<file path="config.mk">
export PLATFORM = sky130hd
export DESIGN_NAME = down_counter
export DESIGN_NICKNAME = d
export VERILOG_FILES = /design/src/rtl/down_counter.sv
export SDC_FILE = /design/constraint.sdc
export NUM_CORES = 1
export LEC_CHECK = 0
export ABC_CLOCK_PERIOD_IN_PS = 2400
export CORE_AREA = 4 4 41 43
export DETAILED_ROUTE_END_ITERATION = 6
export DIE_AREA = 0 0 45 47
export DONT_BUFFER_PORTS = 1
export HOLD_SLACK_MARGIN = 0.1
export SLEW_MARGIN = 20
export SYNTH_ARGS = -nofsm -noshare
export SYNTH_HDL_FRONTEND = slang
export SYNTH_SLANG_ARGS = --single-unit
</file>
<file path="constraint.sdc">
create_clock -name clk -period 2.4 [get_ports clk]
set_input_delay 0.48 -clock clk [delete_from_list [all_inputs] [get_ports clk]]
set_output_delay 0.48 -clock clk [all_outputs]
set_load 0.01 [all_outputs]
</file>
<file path="src/rtl/down_counter.sv">
// down_counter
//   N-bit synchronous down-counter with count enable, parallel load, a
//   zero flag and a one-cycle wrap pulse. Serves as a free-running
//   modulo-2^N counter (en=1, load=0), a timeout timer, or an event divider.
//
// Parameters
//   N     counter width in bits (N >= 1)
//   INIT  value forced into out by reset (default all ones)
//
// Ports
//   clk       clock; all state changes on the rising edge
//   rst       synchronous reset, active low
//   out       registered count
//   en        count enable (decrement when 1)
//   load      parallel load strobe; has priority over en
//   load_val  value written to out when load=1
//   zero      combinational, 1 when out == 0
//   wrap      registered pulse, 1 in the cycle out shows all-ones after
//             counting down from 0
//
// Edge priority: reset > load > count > hold.
module down_counter #(
  parameter int unsigned   N    = 2,
  parameter logic [N-1:0]  INIT = {N{1'b1}}
) (
  input  logic         clk,
  input  logic         rst,
  output logic [N-1:0] out,
  input  logic         en,
  input  logic         load,
  input  logic [N-1:0] load_val,
  output logic         zero,
  output logic         wrap
);

  logic         at_zero;
  logic [N-1:0] dec_val;

  assign at_zero = (out == '0);
  // Borrow discarded: 0 - 1 becomes all ones, so every one of the 2^N
  // states is visited.
  assign dec_val = out - {{(N-1){1'b0}}, 1'b1};
  assign zero    = at_zero;

  always_ff @(posedge clk) begin
    if (!rst) begin
      out  <= INIT;
      wrap <= 1'b0;
    end else if (load) begin
      // A load never raises wrap, even when load_val is all ones.
      out  <= load_val;
      wrap <= 1'b0;
    end else if (en) begin
      out  <= dec_val;
      wrap <= at_zero;
    end else begin
      wrap <= 1'b0;
    end
  end

endmodule

</file>
==> summary.md, run 1 <==
| Metric | Value |
|---|---|
| Post-CTS resize count | 0 |
| Worst hold start | rst |
| Most used DFF post-synth | dfxtp_1 |
| Hold Path Depth | 1 |
| Gpl congestion | 0.647 |
| Max rail drop VDD | roughly 0.12 mV |
| Share of cells above drive strength 1 | about a quarter |
| Final Max Slew Viols | 0 |
| Simple-gate share of the synthesized area | approximately 22% |
| Die Ht | 47 um |
| Tightest Hold Check Type | in2reg |
| Reg2reg path depth | 4 |
| Wire length per cell | 10.7 um |
| Final hold violations | 0 |
| Initial antenna violation count | 0 |
| Maximum number of pins on one net before global-route repair | 5 |
| Setup Crit Path Kind | reg2out |
| Post-synth top area share | between 40% and 50% |
| Die ar. | 2120 um^2 |
| Num CTS Buffers | 3 |
| Hold WS | ~0.33 ns |
| Setup crit end kind | output pin |
| Max Buffers Root-to-Sink | 2 |
| Setup TNS | 0 ns |
| WL final | between 300 and 400 um |
| Final worst slack | 0.941 ns |
| Core Footprint | 1300 um^2 |
| CTS H-tree depth | 1 |
| Clock Sinks | 3 |
| Vias in the first global route | 144 |
| Clock Skews | 0.000832 ns |
| Post-place setup slack | ~1.2 ns |
| RSZ-0062 raised after global routing | false |
| Synth Register Bits | 3 |
| Post-Syn Instances | 15 |
| Post-synthesis compound-gate area fraction | 15.3% |
| Max cap viols | 0 |
| Ant diodes | 0 |
| Average cell area after synthesis | around 9.8 um^2 |
| Reg2reg end | out[1] |
| Req. time, crit path | approximately 1.9 ns |
| Post-DP HPWL | roughly 300 um |
| EDFF count, synth | 0 |
| Mux contribution to synthesized area | 0% |
| Post-DRT Antenna Nets | 0 |
| GR Overflow Total | 0 |
| Largest cells by area after synthesis | dfxtp_1 41%, o311ai_2 11%, ha_1 8.5%, inv_1 7.6%, and4_2 6.8% |
| Register area share after synthesis | about two fifths |
| Via count | between 100 and 150 |
| Wire length of the first global-routing pass | 586 um |
| R2R Setup Slk | 1.18 ns |
| Critical path peak fanout | 3 |
| Worst-path clk slew | 0.04 ns |
| Post CTS Setup Buffer Count | 0 |
| Root Driver | clkbuf_4 |
| Worst-Skew Late Latency | ~0.23 ns |
| Peak Freq | 0.685 GHz |
| Nets@finish | 27 |
| Post-CTS Hold Buffers | 0 |
| Hold Path End | out[1] |
| Number of DRC markers in iteration 0 | 0 |
| Main combinational cell family by area after synthesis | simple AND/OR/NAND/NOR gates |
| Post-Synth Adder-Cell Area | between 8 and 9% |
| Status | completed |
| Pre-antenna DRT Iters | 1 |
| GRT Overall Usage | 4.50% |
| Synth area leader | dfxtp_1 |
| Critical path data arrival time | 0.98 ns |
| Area grow syn2layout | 30.5% |
| Startpoint types | flip-flop |
| Chip width | around 45 um |
| Synth unique cells | 11 |
| RR Startpoint | out[0] |
| Port Buffers | 0 |
| Pwr dens | 813 nW/um^2 |
| Finish-stage setup viols | 0 |
| Min Tclk post-route | roughly 1.5 ns |
| Row Count | 13 |
| Io pins | 10 |
| Fillers | 163 |
| Yosys warns | 0 |
| Tightest Pin Transition | about 0.21 ns |
| Initial core utilization | 11.3% |
| DR vias/cell | approximately 3.3 |
| Final period utilization | between 60% and 70% |
| Syn_nets | 22 |
| Most frequent cells after synthesis | 3 x dfxtp_1, 3 x inv_1 |
| Lkg Pwr | 0.0931 nW |
| TritonCTS clock tree | built |
| Slew margin rel. | 85.6% |
| Post-synthesis xor/xnor area fraction | 5.93% |
| Ys async rst share | 0% |
| DRC viols | 0 |
| Mapped cell area | around 150 um^2 |
-- where the power goes --
part	internal [W]	total (W)	switching [W]	leakage, nW
clock	0.0000622	0.0000870	0.0000248	0.0150
sequential	0.0000532	0.0000577	0.00000452	0.0248
combinational	0.00000660	0.0000119	0.00000528	0.0534
-- cell families after synthesis --
logic type | Yosys count
buf+inv | 3
xor+xnor | 1
flops | 3
fa+ha+maj | 1
compound gates | 2
simple gates | 5
-- area by class of cell --
class	instances	area [um^2]	area share [%]
clock buffers	4	26.3	13.6
inverters	3	11.3	5.84
multi-input cells	9	76.3	39.6
flip-flops and latches	3	60.1	31.2
well taps	15	18.8	9.74
-- layer usage --
metal  wire (um)  vias up  GRT usage (%)
met5           0        -              0
met4           0        0           10.5
met3          39        0          0.766
met2         182        5           5.65
met1         141       50           3.85
li1            -       58              -
-- per-stage QoR --
stage	instances	cell area (um^2)	power, W	utilization, %
after floorplan	15	148	0.0000680	-
after global placement	30	166	0.0000701	12.8
after detailed placement	30	166	0.0000708	12.8
after CTS	34	193	0.000164	14.8
after global routing	34	193	0.000166	14.8
final	34	193	0.000157	14.8
-- critical path: stages (launching register included) --
cell and delay (ns):
dfxtp_1 0.42, inv_1 0.07, ha_1 0.25
-- state kept, by name, indices dropped and copies added (netlist names) --
name  flops
out       2
wrap      1
-- worst max-delay path by stage --
stage / end / slack [ns] / cells past startpoint / startpoint
after floorplan: zero / 1.25 / 2 / out[0]
after global placement: zero / 1.19 / 2 / out[0]
after detailed placement: zero / 1.17 / 2 / out[0]
after CTS: zero / 0.92 / 2 / out[0]
after global routing: zero / 0.89 / 2 / out[0]
final: zero / 0.94 / 2 / out[0]
-- cell usage in the layout (no fill, tap or decap), drive strengths merged --
| cell type | netlist | routed |
|---|---|---|
| nor2 | 1 | 1 |
| a31oi | 1 | 1 |
| dfxtp | 3 | 3 |
| and2 | 1 | 1 |
| clkbuf | 0 | 4 |
| ha | 1 | 1 |
| xnor2 | 1 | 1 |
| inv | 3 | 3 |
| and4 | 1 | 1 |
| o311ai | 1 | 1 |
| and3b | 1 | 1 |
| nand2 | 1 | 1 |
No activity file was read; power rests on OpenSTA's default activity.
==> inputs of run 2 (changes only) <==
- ABC_CLOCK_PERIOD_IN_PS: 2400 -> 1500
- clock period: 2.4 -> 1.5 ns (I/O delays scaled with it)
==> summary.md, run 2 (synthesis gave the netlist of run 1 again) <==
| Metric | Value |
|---|---|
| Status | completed (unchanged) |
| Die ar. | 2120 um^2 (unchanged) |
| Switching share of power | 21.6% (was 22.1%) |
| Startpoint types | flip-flop (unchanged) |
| Largest register by flop count | out (unchanged) |
| Setup Crit Path Kind | reg2out (unchanged) |
| GR Overflow Total | 0 (unchanged) |
| Reg2reg path depth | 4 (unchanged) |
| Worst-Skew Late Latency | 0.23 ns (about the same) |
| RR Startpoint | out[0] (unchanged) |
| Reg2reg end | out[1] (unchanged) |
| Setup crit end kind | output pin (unchanged) |
| Number of DRC markers in iteration 0 | 0 (unchanged) |
| Wire length of the first global-routing pass | 676 um (was 586 um) |
| Core Footprint | 1300 um^2 (unchanged) |
| Port Buffers | 0 (unchanged) |
| TritonCTS clock tree | built (unchanged) |
| Pre-antenna DRT Iters | 1 (unchanged) |
| Max reg flops | 2 (unchanged) |
| Placed cells | 30 (unchanged) |
| Busiest layer in global routing | met4 (unchanged) |
| Clock Skews | 0.00382 ns (was 0.000832 ns) |
| Final hold violations | 0 (unchanged) |
| Nets@finish | 27 (unchanged) |
| Via count | 109 (was 113) |
| Die Ht | 47 um (unchanged) |
| P_sw | 0.0000537 W (was 0.0000346 W) |
| Met1 usage | 5.66% (was 3.85%) |
| Root Driver | clkbuf_4 (unchanged) |
| Share of cells above drive strength 1 | 26.3% (unchanged) |
| Finish-stage setup viols | 0 (unchanged) |
| Met3 Use GR | 1.15% (was 0.766%) |
| Max Buffers Root-to-Sink | 2 (unchanged) |
| Hold Path End | out[1] (unchanged) |
| Total power | 0.000249 W (was 0.000157 W) |
| Initial core utilization | 11.3% (unchanged) |
| Lkg Pwr | 0.0931 nW (unchanged) |
| Clock power frac | 55.3% (was 55.6%) |
| Initial antenna violation count | 0 (unchanged) |
| Min Tclk post-route | ~1.3 ns |
| Final Max Slew Viols | 0 (unchanged) |
| Chip width | 45 um (unchanged) |
| Hold Path Depth | 1 (unchanged) |
| Ant diodes | 0 (unchanged) |
| Fin cells | 34 (unchanged) |
| Wire length per cell | 9.94 um (was 10.7 um) |
| Io pins | 10 (unchanged) |
| Row Count | 13 (unchanged) |
| Max cap viols | 0 (unchanged) |
| Post CTS Setup Buffer Count | 0 (unchanged) |
| RSZ-0062 raised after global routing | false (unchanged) |
| Routing usage on met2 | 5.65% (unchanged) |
| Fillers | 154 (was 163) |
| Worst hold start | rst (unchanged) |
| Hold WS | 0.151 ns (was 0.331 ns) |
| Tightest Pin Transition | 0.201 ns (was 0.215 ns) |
| Req. time, crit path | 1.20 ns (was 1.92 ns) |
| Tightest Hold Check Type | in2reg (unchanged) |
| Top flop regs | out: 2 flops, wrap: 1 flops (unchanged) |
| Internal cell power | 0.000195 W (was 0.000122 W) |
| Pwr dens | 1290 nW/um^2 (was 813 nW/um^2) |
| Sequential share of power | 37.0% (was 36.9%) |
| Area grow syn2layout | 30.5% (unchanged) |
| Maximum number of pins on one net before global-route repair | 5 (unchanged) |
| Peak Freq | around 0.79 GHz |
| Gpl congestion | 0.637 (was 0.647) |
| Post-DRT Antenna Nets | 0 (unchanged) |
| Num CTS Buffers | 3 (unchanged) |
| Final period utilization | between 80% and 90% |
| Post-CTS Hold Buffers | 0 (unchanged) |
| Setup TNS | 0 ns (unchanged) |
| Post-CTS resize count | 0 (unchanged) |
| Slew margin rel. | 86.6% (was 85.6%) |
| Util after Layout | 14.8% (unchanged) |
| Comb power frac | 7.6% (about the same) |
| Vias in the first global route | 160 (was 144) |
| Critical path peak fanout | 3 (unchanged) |
| Critical path data arrival time | 0.96 ns (was 0.98 ns) |
| CTS H-tree depth | 1 (unchanged) |
| Clock Sinks | 3 (unchanged) |
| Most frequent cells in the layout | 3 x inv_1, 3 x clkbuf_4, 3 x dfxtp_1 (unchanged) |
| R2R Setup Slk | 0.29 ns (was 1.18 ns) |
| GRT Overall Usage | 4.73% (was 4.50%) |
| DR vias/cell | 3.21 (was 3.32) |
| WL final | 338 um (was 363 um) |
| Worst-path clk slew | 0.04 ns (about the same) |
| DRC viols | 0 (unchanged) |
| Max rail drop VDD | 0.260 mV (was 0.120 mV) |
[run 2: cell counts in the layout (fill, tap and decap cells not counted)]
Identical to the previous run, type by type.
[run 2: area by class of cell]
type / count / area [um^2] / area share, %
Multi-Input combinational cell: 9 / 76.3 / 39.6
Sequential cell: 3 / 60.1 / 31.2
Inverter: 3 / 11.3 / 5.84
Clock buffer: 4 / 26.3 / 13.6
Tap cell: 15 / 18.8 / 9.74
[run 2: stage by stage]
step           area, um^2  setup WS [ns]
3_5_place_dp          166          0.296
6_report              193          0.235
5_1_grt               193          0.157
2_1_floorplan         148          0.377
4_1_cts               193          0.216
3_3_place_gp          166          0.317
[run 2: worst max-delay path by stage]
stage                     startpoint  endpoint  slack [ns]  depth (start not counted)
after floorplan               out[0]    out[1]        0.38                          4
after global placement        out[0]    out[1]        0.32                          4
after detailed placement      out[0]    out[1]        0.30                          4
after CTS                     out[0]      zero        0.22                          2
after global routing          out[0]      zero        0.16                          2
final                         out[0]      zero        0.24                          2
[run 2: layer usage]
metal	up-vias	routed length (um)
li1	59	-
met1	45	150
met2	5	161
met3	0	27
met4	0	0
met5	-	0
[run 2: worst max-delay path, stage by stage (launching register included)]
cell and delay (ns):
dfxtp_1 0.41, inv_1 0.07, ha_1 0.25
[run 2: power by group through the flow]
stage	registers (W)	logic [W]	clock network, W
after floorplan	0.0000921	0.0000167	0
after global placement	0.0000937	0.0000191	0
after detailed placement	0.0000937	0.0000193	0
after CTS	0.0000924	0.0000196	0.000143
after global routing	0.0000930	0.0000239	0.000155
final	0.0000922	0.0000190	0.000138
==> inputs of run 3 (changes only) <==
- ABC_CLOCK_PERIOD_IN_PS: 1500 -> 1200
- clock period: 1.5 -> 1.2 ns (I/O delays scaled with it)
==> summary.md, run 3 (synthesis gave the netlist of run 1 again) <==
| Metric | Value |
|---|---|
| Status | completed (unchanged) |
| Tightest Hold Check Type | in2reg (unchanged) |
| Top flop regs | out: 2 flops, wrap: 1 flops (unchanged) |
| GRT Overall Usage | 5.92% (was 4.73%) |
| Met1 usage | 5.44% (was 5.66%) |
| Max Buffers Root-to-Sink | 2 (unchanged) |
| Worst path slowest cell | dfxtp_1 (unchanged) |
| Share of cells above drive strength 1 | 31.8% (was 26.3%) |
| Ant diodes | 0 (unchanged) |
| Final period utilization | between 80% and 90% |
| Io pins | 10 (unchanged) |
| Setup TNS | 0 ns (unchanged) |
| Setup Crit Path Kind | reg2out (unchanged) |
| Fillers | 159 (was 154) |
| Startpoint types | flip-flop (unchanged) |
| Nets@finish | 30 (was 27) |
| Min Tclk post-route | about 1.1 ns |
| Peak Freq | roughly 0.93 GHz |
| DR vias/cell | 3.59 (was 3.21) |
| Met3 Use GR | 0.383% (was 1.15%) |
| DP Area | 181 um^2 (was 166 um^2) |
| Core Footprint | 1300 um^2 (unchanged) |
| Critical path peak fanout | 2 (was 3) |
| Pwr dens | 1530 nW/um^2 (was 1290 nW/um^2) |
| Maximum number of pins on one net before global-route repair | 5 (unchanged) |
| Lkg Pwr | 0.106 nW (was 0.0931 nW) |
| Area grow syn2layout | 47.5% (was 30.5%) |
| Req. time, crit path | 0.96 ns (was 1.20 ns) |
| Pre-antenna DRT Iters | 4 (was 1) |
| CP Cell Sequence | inv_1 > ha_1 (unchanged) |
| Worst-Skew Late Latency | 0.24 ns (was 0.23 ns) |
| Critical path data arrival time | 0.83 ns (was 0.96 ns) |
| Tightest Pin Transition | 0.202 ns (was 0.201 ns) |
| Die Ht | 47 um (unchanged) |
| Initial core utilization | 11.3% (unchanged) |
| RSZ-0062 raised after global routing | false (unchanged) |
| Slew margin rel. | 86.5% (was 86.6%) |
| Finish-stage setup viols | 0 (unchanged) |
| Vias in the first global route | 171 (was 160) |
| Post-CTS resize count | 0 (unchanged) |
| Clock Skews | 0.00174 ns (was 0.00382 ns) |
| Worst-path clk slew | 0.04 ns (about the same) |
| Via count | 133 (was 109) |
| GR Overflow Total | 0 (unchanged) |
| Max reg flops | 2 (unchanged) |
| WL final | 426 um (was 338 um) |
| Largest register by flop count | out (unchanged) |
| Final hold violations | 0 (unchanged) |
| Max cap viols | 0 (unchanged) |
| Buf+Inv Stages, Crit Path | 1 (unchanged) |
| DRC viols | 0 (unchanged) |
| Port Buffers | 0 (unchanged) |
| CP delay by family, top | flip-flops (unchanged) |
| TritonCTS clock tree | built (unchanged) |
| CTS H-tree depth | 1 (unchanged) |
| Fin area | 218 um^2 (was 193 um^2) |
| Clock Sinks | 3 (unchanged) |
| Die ar. | 2120 um^2 (unchanged) |
| Chip width | 45 um (unchanged) |
| Setup crit end kind | output pin (unchanged) |
| Busiest layer in global routing | met4 (unchanged) |
| Final Max Slew Viols | 0 (unchanged) |
| Most frequent cells in the layout | 3 x inv_1, 3 x clkbuf_4, 3 x dfxtp_1 (unchanged) |
| Max rail drop VDD | 0.261 mV (was 0.260 mV) |
| Root Driver | clkbuf_4 (unchanged) |
| Wire length per cell | 11.5 um (was 9.94 um) |
| Post-DRT Antenna Nets | 0 (unchanged) |
| Gpl congestion | 0.639 (was 0.637) |
| Largest stage delay, worst path | 0.32 ns (was 0.41 ns) |
| Number of DRC markers in iteration 0 | 1 (was 0) |
| Num CTS Buffers | 3 (unchanged) |
| Initial antenna violation count | 0 (unchanged) |
| Wire length of the first global-routing pass | 752 um (was 676 um) |
| Row Count | 13 (unchanged) |
| Routing usage on met2 | 8.19% (was 5.65%) |
## run 3: metrics by stage
step | power (W) | util (%) | cells | setup slack (ns) | hold WS [ns]
after floorplan | 0.000136 | - | 15 | 0.0768 | 0.313
after global placement | 0.000149 | 13.9 | 32 | 0.139 | 0.317
after detailed placement | 0.000149 | 13.9 | 32 | 0.135 | 0.319
after CTS | 0.000341 | 16.7 | 37 | 0.108 | 0.106
after global routing | 0.000365 | 16.7 | 37 | 0.0507 | 0.106
final | 0.000333 | 16.7 | 37 | 0.126 | 0.114
## run 3: path summary, 6_finish.rpt
path / depth (start not counted) / startpoint / slack [ns] / to
worst max-delay path: 2 / out[0] / 0.13 / zero
worst min-delay path: 1 / rst / 0.11 / out[0]
worst max register to register: 4 / out[0] / 0.13 / out[1]
worst min register to register: 3 / out[0] / 0.71 / out[0]
## run 3: timing repair
item,4_1_cts,5_1_grt
hold buffers,1,0
setup buffers,0,0
hold endpoints to repair,1,0
## run 3: report_power, final
part / internal [W] / switching (W) / leakage (nW)
registers: 0.000106 / 0.00000262 / 0.0248
clock network: 0.000125 / 0.0000561 / 0.0150
logic: 0.0000227 / 0.0000204 / 0.0665
## run 3: routing by layer
metal	share of wire, %	routed length, um
met5	0	0
met4	8.5	36
met3	6.3	27
met2	47	200
met1	38	162
## run 3: layout make-up
cell class | instances | area (um^2) | area share [%]
timing repair buffer | 3 | 25.0 | 11.5
multi-input combinational | 9 | 76.3 | 35.1
tap | 15 | 18.8 | 8.62
inverter | 3 | 11.3 | 5.17
clock buffer | 4 | 26.3 | 12.1
sequential | 3 | 60.1 | 27.6
